$ cat src/rtl/cep_elam_pkg.sv
// Shared types for the CEP ELAM capture block: capture state encoding,
// default view widths and the trace entry layout.
package cep_elam_pkg;

    // Capture state; encodings are visible on the capState port.
    typedef enum logic [1:0] {
        ST_IDLE  = 2'd0,
        ST_ARMED = 2'd1,
        ST_POST  = 2'd2,
        ST_DONE  = 2'd3
    } cap_state_e;

    // Default view widths of the ELAM mux outputs.
    localparam int CEP_DATA_W = 128;
    localparam int CEP_CTL_W  = 32;

    // Trace entry at default widths, also the rdData layout {ctl1, ctl0, data}.
    typedef struct packed {
        logic [CEP_CTL_W-1:0]  ctl1;
        logic [CEP_CTL_W-1:0]  ctl0;
        logic [CEP_DATA_W-1:0] data;
    } cep_entry_t;

    // True while the capture engine owns the buffer (reads are refused).
    function automatic logic is_capturing(input cap_state_e st);
        return (st == ST_ARMED) || (st == ST_POST);
    endfunction

endpackage

$ cat src/rtl/cep_elam_trace_ram.sv
// Trace buffer storage: one write port, one synchronously read port,
// no reset. Kept as a separate module so a vendor RAM macro can replace it.
module cep_elam_trace_ram #(
    parameter int WIDTH = 192,
    parameter int DEPTH = 16,
    parameter int AW    = $clog2(DEPTH)
) (
    input  logic             i_clk,
    input  logic             i_wr_en,
    input  logic [AW-1:0]    i_wr_addr,
    input  logic [WIDTH-1:0] i_wr_data,
    input  logic             i_rd_en,
    input  logic [AW-1:0]    i_rd_addr,
    output logic [WIDTH-1:0] o_rd_data
);

    logic [WIDTH-1:0] r_mem [DEPTH];
    logic [WIDTH-1:0] r_rd_data;

    // Write port.
    // NOTE: storage arrays carry no reset so they map onto RAM macros; readers must never expose unwritten entries.
    always_ff @(posedge i_clk) begin
        if (i_wr_en) begin
            r_mem[i_wr_addr] <= i_wr_data;
        end
    end

    // Synchronous read port; output holds between reads.
    always_ff @(posedge i_clk) begin
        if (i_rd_en) begin
            r_rd_data <= r_mem[i_rd_addr];
        end
    end

    assign o_rd_data = r_rd_data;

endmodule

$ cat src/rtl/cep_elam_capture.sv
// CEP ELAM capture: samples data view 0 and control views 0/1 into a
// circular trace buffer while armed, stops a programmable number of samples
// after a masked-match trigger, and serves oldest-first reads once frozen.
module cep_elam_capture
    import cep_elam_pkg::*;
#(
    parameter int DATA_WIDTH = 128,
    parameter int CTL_WIDTH  = 32,
    parameter int DEPTH      = 16,
    localparam int PTR_W     = $clog2(DEPTH)
) (
    input  logic                              sysClk,
    input  logic                              sysResetN,
    input  logic [DATA_WIDTH-1:0]             elamData0,
    input  logic [CTL_WIDTH-1:0]              elamControl0,
    input  logic [CTL_WIDTH-1:0]              elamControl1,
    input  logic                              cfgArm,
    input  logic                              cfgDisarm,
    input  logic                              cfgTrigSrc,
    input  logic [CTL_WIDTH-1:0]              cfgMatchVal,
    input  logic [CTL_WIDTH-1:0]              cfgMatchMask,
    input  logic [PTR_W-1:0]                  cfgPostCount,
    output logic [1:0]                        capState,
    output logic                              capTriggered,
    output logic                              capWrapped,
    output logic [PTR_W:0]                    capCount,
    output logic [PTR_W-1:0]                  capTrigOffset,
    input  logic                              rdReq,
    input  logic [PTR_W-1:0]                  rdAddr,
    output logic                              rdValid,
    output logic                              rdErr,
    output logic [DATA_WIDTH+2*CTL_WIDTH-1:0] rdData
);

    localparam int              ENTRY_W   = DATA_WIDTH + 2 * CTL_WIDTH;
    localparam logic [PTR_W:0]   FULL_CNT  = (PTR_W + 1)'(DEPTH);
    localparam logic [PTR_W:0]   CNT_ONE   = (PTR_W + 1)'(1);
    localparam logic [PTR_W-1:0] PTR_ONE   = PTR_W'(1);
    localparam logic [PTR_W-1:0] LAST_PTR  = PTR_W'(DEPTH - 1);

    // Entry layout at this instance's widths; matches cep_entry_t at defaults.
    typedef struct packed {
        logic [CTL_WIDTH-1:0]  ctl1;
        logic [CTL_WIDTH-1:0]  ctl0;
        logic [DATA_WIDTH-1:0] data;
    } entry_t;

    // Input stage and capture control state.
    entry_t           r_s1;
    cap_state_e       r_state;
    logic [PTR_W-1:0] r_wr_ptr;
    logic [PTR_W-1:0] r_trig_ptr;
    logic [PTR_W-1:0] r_post_rem;
    logic [PTR_W:0]   r_count;
    logic             r_triggered;
    logic             r_wrapped;
    logic             r_rd_valid;
    logic             r_rd_err;

    logic [CTL_WIDTH-1:0] w_s1_ctl;
    logic                 w_match;
    logic                 w_wr_en;
    logic [PTR_W-1:0]     w_oldest;
    logic [PTR_W-1:0]     w_rd_phys;
    logic                 w_rd_reject;
    logic                 w_rd_en;
    logic [ENTRY_W-1:0]   w_ram_q;

    // Register the ELAM views once; compare and write both act on this stage.
    // NOTE: sequential state uses non-blocking (<=) so every flop samples pre-edge values regardless of block order.
    always_ff @(posedge sysClk) begin
        r_s1.ctl1 <= elamControl1;
        r_s1.ctl0 <= elamControl0;
        r_s1.data <= elamData0;
    end

    // Trigger compare, write enable and read address/acceptance decode.
    // NOTE: every always_comb output gets a default first so no path leaves it unassigned (no latch).
    always_comb begin
        w_s1_ctl    = r_s1.ctl0;
        w_match     = 1'b0;
        w_wr_en     = 1'b0;
        w_oldest    = '0;
        w_rd_phys   = '0;
        w_rd_reject = 1'b0;
        w_rd_en     = 1'b0;

        if (cfgTrigSrc) begin
            w_s1_ctl = r_s1.ctl1;
        end
        w_match = (((w_s1_ctl ^ cfgMatchVal) & cfgMatchMask) == '0);

        // Arm and disarm cycles never write.
        w_wr_en = is_capturing(r_state) && !cfgArm && !cfgDisarm;

        if (r_wrapped) begin
            w_oldest = r_wr_ptr;
        end
        // PTR_W-bit addition wraps modulo DEPTH for free.
        w_rd_phys   = w_oldest + rdAddr;
        w_rd_reject = is_capturing(r_state) || ({1'b0, rdAddr} >= r_count);
        w_rd_en     = rdReq && !w_rd_reject;
    end

    // Capture FSM: arm/disarm handling, pointer bookkeeping, trigger and post-count.
    always_ff @(posedge sysClk) begin
        if (!sysResetN) begin
            r_state     <= ST_IDLE;
            r_wr_ptr    <= '0;
            r_trig_ptr  <= '0;
            r_post_rem  <= '0;
            r_count     <= '0;
            r_triggered <= 1'b0;
            r_wrapped   <= 1'b0;
        end else if (cfgDisarm) begin
            // Disarm beats a simultaneous arm; the buffer is left untouched.
            if (is_capturing(r_state)) begin
                r_state <= ST_IDLE;
            end
        end else if (cfgArm) begin
            r_state     <= ST_ARMED;
            r_wr_ptr    <= '0;
            r_trig_ptr  <= '0;
            r_post_rem  <= '0;
            r_count     <= '0;
            r_triggered <= 1'b0;
            r_wrapped   <= 1'b0;
        end else begin
            if (w_wr_en) begin
                r_wr_ptr <= r_wr_ptr + PTR_ONE;
                if (r_wr_ptr == LAST_PTR) begin
                    r_wrapped <= 1'b1;
                end
                if (r_count != FULL_CNT) begin
                    r_count <= r_count + CNT_ONE;
                end
            end

            case (r_state)
                ST_ARMED: begin
                    if (w_match) begin
                        r_triggered <= 1'b1;
                        r_trig_ptr  <= r_wr_ptr;
                        r_post_rem  <= cfgPostCount;
                        r_state     <= (cfgPostCount == '0) ? ST_DONE : ST_POST;
                    end
                end
                ST_POST: begin
                    // Post count is below DEPTH, so the trigger entry survives.
                    r_post_rem <= r_post_rem - PTR_ONE;
                    if (r_post_rem == PTR_ONE) begin
                        r_state <= ST_DONE;
                    end
                end
                default: begin
                end
            endcase
        end
    end

    // Read response: one valid pulse per request, error flag registered alongside.
    always_ff @(posedge sysClk) begin
        if (!sysResetN) begin
            r_rd_valid <= 1'b0;
            r_rd_err   <= 1'b0;
        end else begin
            r_rd_valid <= rdReq;
            r_rd_err   <= rdReq && w_rd_reject;
        end
    end

    cep_elam_trace_ram #(
        .WIDTH (ENTRY_W),
        .DEPTH (DEPTH),
        .AW    (PTR_W)
    ) u_trace_ram (
        .i_clk     (sysClk),
        .i_wr_en   (w_wr_en),
        .i_wr_addr (r_wr_ptr),
        .i_wr_data (r_s1),
        .i_rd_en   (w_rd_en),
        .i_rd_addr (w_rd_phys),
        .o_rd_data (w_ram_q)
    );

    assign capState      = r_state;
    assign capTriggered  = r_triggered;
    assign capWrapped    = r_wrapped;
    assign capCount      = r_count;
    assign capTrigOffset = r_trig_ptr - w_oldest;
    assign rdValid       = r_rd_valid;
    assign rdErr         = r_rd_err;
    // RAM output is only exposed for accepted reads; otherwise zero.
    assign rdData        = (r_rd_valid && !r_rd_err) ? w_ram_q : '0;

endmodule

$ cat config.mk
export PLATFORM = sky130hd
export DESIGN_NAME = cep_elam_capture
export DESIGN_NICKNAME = d
export VERILOG_FILES = /design/src/rtl/cep_elam_pkg.sv /design/src/rtl/cep_elam_trace_ram.sv /design/src/rtl/cep_elam_capture.sv
export SDC_FILE = /design/constraint.sdc
export NUM_CORES = 2
export LEC_CHECK = 0
export ABC_AREA = 0
export CELL_PAD_IN_SITES_DETAIL_PLACEMENT = 0
export CELL_PAD_IN_SITES_GLOBAL_PLACEMENT = 1
export CORE_ASPECT_RATIO = 1.25
export CORE_MARGIN = 5
export CORE_UTILIZATION = 58
export DETAILED_ROUTE_END_ITERATION = 6
export MAX_ROUTING_LAYER = met4
export PLACE_DENSITY_LB_ADDON = 0.1
export SLEW_MARGIN = 10
export SYNTH_ARGS = -nofsm -noshare
export SYNTH_HDL_FRONTEND = slang
export SYNTH_SLANG_ARGS = --single-unit
$ cat constraint.sdc
create_clock -name sysClk -period 44.4 [get_ports sysClk]
set_input_delay 4.44 -clock sysClk [delete_from_list [all_inputs] [get_ports sysClk]]
set_output_delay 4.44 -clock sysClk [all_outputs]
set_load 0.01 [all_outputs]
# After elaboration in Yosys (flattened, before gate mapping)
# Memory sizes are Yosys's and may differ from the RTL's. A register that Yosys moved wholly into a read port is not among the register bits.
# Cells that the tools add are included.
# Widths: inputs -> output; s select.
totals:
  mem_count: 1
  wordCells: 86
  inputBits: 270
  out_inout_bits: 207
  ramBits: 3072
  reg_bits: 215
memory_table:
  columns: ["memory", "words", "word_bits", "rd", "rd_ports_with_merged_regs", "write_ports", "line_no", "source"]
  rows:
  - ["u_trace_ram.r_mem", 16, 192, 1, 1, 1, "cep_elam_trace_ram.sv:17", "logic [WIDTH-1:0] r_mem [DEPTH];"]
op_classes:
  magnitude_cmp: 1
  add_sub_neg: 5
  n_bitwise: 3
  eq_ne: 9
  reduce_logical: 26
  n_mux: 29
op_table:
  columns: ["operator", "count"]
  rows:
  - ["$mux 192", 1]
  - ["$and 32x32->32", 1]
  - ["$logic_not 32->1", 1]
  - ["$mux 32", 1]
  - ["$mux 4", 8]
  - ["$xor 32x32->32", 1]
  - ["$mux 5", 3]
  - ["$reduce_and 3->1", 4]
  - ["$mux 2", 5]
  - ["$reduce_bool 2->1", 5]
  - ["$mux 1", 9]
  - ["$pmux 4 s2", 1]
  - ["$add 5x1->5 const B", 1]
  - ["$ge 4x5->1", 1]
  - ["$logic_and 1x1->1", 5]
  - ["$ne 5x5->1 const B", 1]
  - ["$add 4x1->4 const B", 1]
  - ["$add 4x4->4", 1]
  - ["$eq 4x1->1 const B", 1]
  - ["$eq 4x4->1 const B", 1]
  - ["$logic_not 1->1", 4]
  - ["$logic_not 4->1", 1]
  - ["$ne 4x3->1 const B", 1]
  - ["$ne 4x4->1 const B", 1]
  - ["13 further kinds", 14]

# Logic depth before layout (Yosys ltp)
logic_depth:
  word_depth: 8
  ltp_mapped: 12
  mapped_depth_nobuf: 8

# Hierarchy
# From an unflattened synthesis, not the netlist that was laid out.
unflattened:
  hier_cells: 5712
  hier_area_um2: 128229.2
modules_own_cells:
  columns: ["mod", "seq_area_each_um2", "cells_each", "area_per_inst_um2", "n_inst"]
  rows:
  - ["cep_elam_trace_ram", 98014.0, 5024, 120724.5, 1]
  - ["cep_elam_capture", 4304.1, 688, 7504.7, 1]

# Least setup slack after synthesis
# No wires, ideal clock.
synth_timing:
  path_kind: "input-to-reg"
  from: "input port cfgDisarm"
  to: "memory u_trace_ram.r_mem[3][0], enable pin"
  required_ns: 43.422
  path_buffers: 1
  arrival_time_ns: 18.427
  setup_slack_ns: 24.996
  setup_ns: 0.978
  cell_stages: 4
  path_cell_list: "clkbuf_1 > nor3_1 > nand2_1 > nor3_1"
synth_via:
  elab_chain_cells: 4
synth_lines:
  columns: ["element", "line_no", "source"]
  rows:
  - ["from (decl)", "cep_elam_capture.sv:18", "input logic cfgDisarm,"]
  - ["$logic_not 1->1", "cep_elam_capture.sv:94", "w_wr_en = is_capturing(r_state) && !cfgArm && !cfgDisarm;"]
  - ["$logic_and 1x1->1", "cep_elam_capture.sv:94", null]
  - ["$mux 1", "cep_elam_trace_ram.sv:23", "if (i_wr_en) begin"]
  - ["$mux 1 (not written as such)", "cep_elam_trace_ram.sv:24", "r_mem[i_wr_addr] <= i_wr_data;"]
  - ["to (decl)", "cep_elam_trace_ram.sv:17", null]
# Every way passes these cells.

# Worst setup path after layout
layout_timing:
  from: "input port rdAddr[0]"
  to: "register u_trace_ram.r_rd_data[122] (netlist: u_trace_ram.o_rd_data[122]), read port of u_trace_ram.r_mem, data pin"
layout_via:
  elab_chain_cells: 4
  elab_cells_between_ends: 5
  classes_between: "add/sub (1); order compare (1); reduce/logical (3)"
layout_lines:
  columns: ["element", "line_no", "source"]
  rows:
  - ["from (decl)", "cep_elam_capture.sv:29", "input logic [PTR_W-1:0] rdAddr,"]
  - ["$ge 4x5->1", "cep_elam_capture.sv:101", "w_rd_reject = is_capturing(r_state) || ({1'b0, rdAddr} >= r_count);"]
  - ["$logic_or 1x1->1", "cep_elam_capture.sv:101", null]
  - ["$logic_not 1->1", "cep_elam_capture.sv:102", "w_rd_en = rdReq && !w_rd_reject;"]
  - ["$logic_and 1x1->1", "cep_elam_capture.sv:102", null]
  - ["to (decl)", "cep_elam_trace_ram.sv:18", "logic [WIDTH-1:0] r_rd_data;"]
# Several ways; a longest one is shown, not always the timed one.
# A chain may end at the register's enable or synchronous reset.

==> impl_metrics.ini <==
[placed_design]
globalplace.congestion = 0.798
hpwl_um = 154000
dpl-instance-area_um2 = 138000
buffer_ports.inserted = 476

[timing]
layout_worst_path_cycle_share_pct = 23.2
finalSetupViolCount = 0
final-hold-violation-count = 0
setup_tns_ns = 0
slew_viol_final = 0
worst_hold_slack_ns = 0.449
worst_slew_margin_rel_pct = 26.6
finClkSkew_ns = 0.0424
grt_setup_unrepaired = false
min_period_ns = 10.29
max_freq_mhz = 97.2
worst-slew-pin-transition_ns = 1.09

[synth]
average_instance_area_after_synthesis_um2 = 20.9
synth_seq_area_share_pct = 79.0
mappedNetlistArea_um2 = 129000
synth_flop_cell = sky130_fd_sc_hd__edfxtp_1
yosysUniqueCellTypes = 44
synth_warnings = 0
postSynthRegisterBits = 3479
synth-edff-count = 3264
synthesis.instances = 6199
syn_nets = 6491
postSynth.asyncResetShare_pct = 0

[finish]
final_area_um2 = 148000
fillers = 14600
area_growth_from_synthesis_to_final_layout_pct = 14.5
drive_above_1_share_pct = 19.7
fin_nets = 7094

[clocking]
cts_post_setup_buffers_inserted = 0
cts-buffers-inserted = 330
cts.reportedPaths.clkPinSlew_ns = 0.06
clock_path_buffers = 4
clk_latency_ns = 0.87
post_cts_hold_buffer_count = 0
cts_max_level = 5
cts_repair_resize_count = 0
tritoncts = done
clock_sinks = 3479
cts_root_buf = sky130_fd_sc_hd__clkbuf_16

[job]
count_of_maximum_capacitance_violations = 0

[pwr]
share_clk_of_total_power_pct = 40.2
comb_power_share_pct = 5.0
netSwitchingPower_uw = 1420
seqPwrFrac_pct = 54.8
p_per_area_nw_per_um2 = 45.6
power.internal_uw = 5350
total_leakage_power_uw = 0.0480
irDropWorstVdd_v = 0.0000336
power.share.switching_pct = 20.9

[setup_path]
crit_family = buffers and inverters
critPathSlowestCell = sky130_fd_sc_hd__fa_4
timing.critical_path.arrival_ns = 10.85
timing.rr.end = u_trace_ram.o_rd_data[122]
worst-r2r-setup-slack_ns = 37.47
worst_ep_required_time_ns = 44.96
path_cells = clkdlybuf4s50_1 -> ha_4 -> inv_1 -> fa_4 -> buf_4 -> buf_4 -> buf_4 -> buf_4 -> mux4_2 -> nand2_1 -> and3_1 -> a31oi_1
regToRegStartpoint = r_wr_ptr[0]
worst-path-buf-inv = 6
crit_path_frequent_cell = sky130_fd_sc_hd__buf_4
timing_worst_setup_path_type = in -> reg
rr_worst_depth = 12
timing.critical_path.from = rdAddr[0]
critical_path.startpoint_type = input pin
path_max_fanout = 67
worstSetupEndpointType = flop
worst_path_largest_cell_delay_ns = 1.21
worst-path-stages = 12

[drt]
drt_first_pass_iters = 5
drt-vias-per-instance = 6.30
dr_total_vias = 63100
drt_antenna_net_count = 0
routed-wl-met2_um = 149000
drt-wirelength-per-cell_um = 30.8
detail_route.drc_violations = 0
number_of_violations_reported_at_the_end_of_detailed_routing_iteration_0 = 7383
routedLengthMet1_um = 125000
top_layer_used = met4
wl_met3_um = 27000
finalWirelength_um = 308000

[global_routing]
number_of_global_route_vias_before_repair = 65100
globalRouteOverflowTotal = 0
grt_first_pass_wirelength_um = 449000
grt_start_max_net_pins = 130
tot_gr_track_use_pct = 27.4
antenna_found_initial = 21

[min_path]
worst_hold_path_type = reg -> reg
hold_depth = 2
whs_endpoint = capTriggered
hold_start = capTriggered

[die]
initial_core_util_pct = 58.1
io-pin-count = 477
fp-row-count = 194
fp.dieArea_um2 = 233000
dieHeight_um = 538
core_region_area_um2 = 223000
fp.dieW_um = 433

[status]
status = completed
through the flow:
step | utilization (%) | total power [uW] | setup WS, ns | instances
2_1_floorplan | - | 3970 | 25.00 | 6199
3_3_place_gp | 61.9 | 4120 | 32.90 | 9410
3_5_place_dp | 61.9 | 4120 | 32.94 | 9410
4_1_cts | 66.5 | 6810 | 33.88 | 10000
5_1_grt | 66.5 | 6990 | 33.28 | 10000
6_report | 66.5 | 6770 | 34.11 | 10000
routing by layer:
| metal | track usage, % | up-vias |
|---|---|---|
| met5 | - | - |
| met4 | 7.03 | 0 |
| met3 | 5.65 | 450 |
| met2 | 42.1 | 2761 |
| met1 | 38.6 | 33700 |
| li1 | - | 26200 |
cell families (layout without fill, tap and decap cells):
kind of cell             after synthesis  in the layout  synth area share [%]
flip-flops                          3479           3479                  79.0
AO/OA/AOI/OAI                        251            251                  1.26
AND/OR/NAND/NOR                     1240           1240                  4.40
XOR/XNOR                              44             44                 0.298
other                                  0             11                     0
buffers and inverters                357           1225                  1.13
multiplexers                         806            806                  13.7
adder cells (fa/ha/maj)               22             22                 0.224
cell usage after synthesis (all sizes together) (2+ instances only):
cell | instances | area [um^2]
edfxtp | 3264 | 98000
nand2 | 792 | 2970
mux4 | 768 | 17300
clkbuf | 248 | 931
dfxtp | 215 | 4300
a31oi | 196 | 1230
and2 | 195 | 1220
and3 | 192 | 1200
buf | 82 | 434
xnor2 | 39 | 342
mux2i | 37 | 370
nor2 | 29 | 109
inv | 26 | 97.6
ha | 20 | 250
a22oi | 17 | 128
a21oi | 12 | 60.1
nor3 | 9 | 45.0
a21o | 7 | 52.6
nand4 | 7 | 43.8
nand2b | 5 | 31.3
nand3 | 5 | 25.0
xor2 | 5 | 43.8
o21ai | 4 | 23.8
a41oi | 3 | 26.3
nor4 | 3 | 33.8
a311oi | 2 | 17.5
fa | 2 | 40.0
nor2b | 2 | 12.5
o221a | 2 | 22.5
o22ai | 2 | 12.5
layout by cell type, fill, tap and decap left out, types with 8 or more instances in the layout:
cell type,netlist,routed
sky130_fd_sc_hd__dfxtp_1,215,215
sky130_fd_sc_hd__buf_4,2,112
sky130_fd_sc_hd__clkinv_1,1,58
sky130_fd_sc_hd__xnor2_1,39,37
sky130_fd_sc_hd__and3_1,192,192
sky130_fd_sc_hd__mux4_2,768,768
sky130_fd_sc_hd__a21oi_1,12,12
sky130_fd_sc_hd__a31oi_1,196,196
sky130_fd_sc_hd__clkbuf_1,248,71
sky130_fd_sc_hd__inv_6,0,8
sky130_fd_sc_hd__clkbuf_16,0,337
sky130_fd_sc_hd__mux2i_1,37,37
sky130_fd_sc_hd__nand2_1,792,792
sky130_fd_sc_hd__edfxtp_1,3264,3264
sky130_fd_sc_hd__ha_1,20,19
sky130_fd_sc_hd__buf_12,0,13
sky130_fd_sc_hd__a22oi_1,17,17
sky130_fd_sc_hd__nor2_1,29,16
sky130_fd_sc_hd__clkdlybuf4s50_1,0,475
sky130_fd_sc_hd__diode_2,0,11
sky130_fd_sc_hd__inv_1,26,26
sky130_fd_sc_hd__nor2_4,0,13
sky130_fd_sc_hd__clkbuf_8,0,20
sky130_fd_sc_hd__clkinv_2,0,71
sky130_fd_sc_hd__bufinv_16,0,21
sky130_fd_sc_hd__and2_1,194,194
worst max path at each step:
stage	endpoint
finish	u_trace_ram.o_rd_data[122]
global route	u_trace_ram.o_rd_data[118]
CTS	u_trace_ram.o_rd_data[118]
detailed placement	u_trace_ram.o_rd_data[120]
global placement	u_trace_ram.o_rd_data[117]
floorplan	u_trace_ram.r_mem[3][0]
final cells by class:
| type | instances | area, um^2 | area share, % |
|---|---|---|---|
| clock inverter | 169 | 1400 | 0.942 |
| tap | 2940 | 3680 | 2.48 |
| timing repair buffer | 601 | 5860 | 3.95 |
| sequential | 3479 | 102000 | 69.0 |
| clock buffer | 428 | 8970 | 6.05 |
| multi-input combinational | 2363 | 25900 | 17.5 |
| antenna | 11 | 27.5 | 0.0186 |
| inverter | 27 | 101 | 0.0684 |
power groups by stage:
stage | registers (uW) | logic, uW | clock network (uW)
after CTS | 3710 | 346 | 2760
after detailed placement | 3780 | 344 | 0
after floorplan | 3770 | 203 | 0
after global placement | 3770 | 343 | 0
final | 3710 | 339 | 2720
after global routing | 3710 | 365 | 2910
registers in the layout, summed over array words and instances (netlist names), 2 cells and up:
signal / count
r_trig_ptr: 4
r_s1: 192
r_post_rem: 4
r_wr_ptr: 4
u_trace_ram.o_rd_data: 192
capCount: 5
u_trace_ram.r_mem: 3072
capState: 2
tightest hold or removal path, stage by stage (launching register included):
cell and delay (ns):
sky130_fd_sc_hd__dfxtp_1 0.31, sky130_fd_sc_hd__inv_1 0.05, sky130_fd_sc_hd__a21oi_1 0.05
No activity file was read; power rests on OpenSTA's default activity.
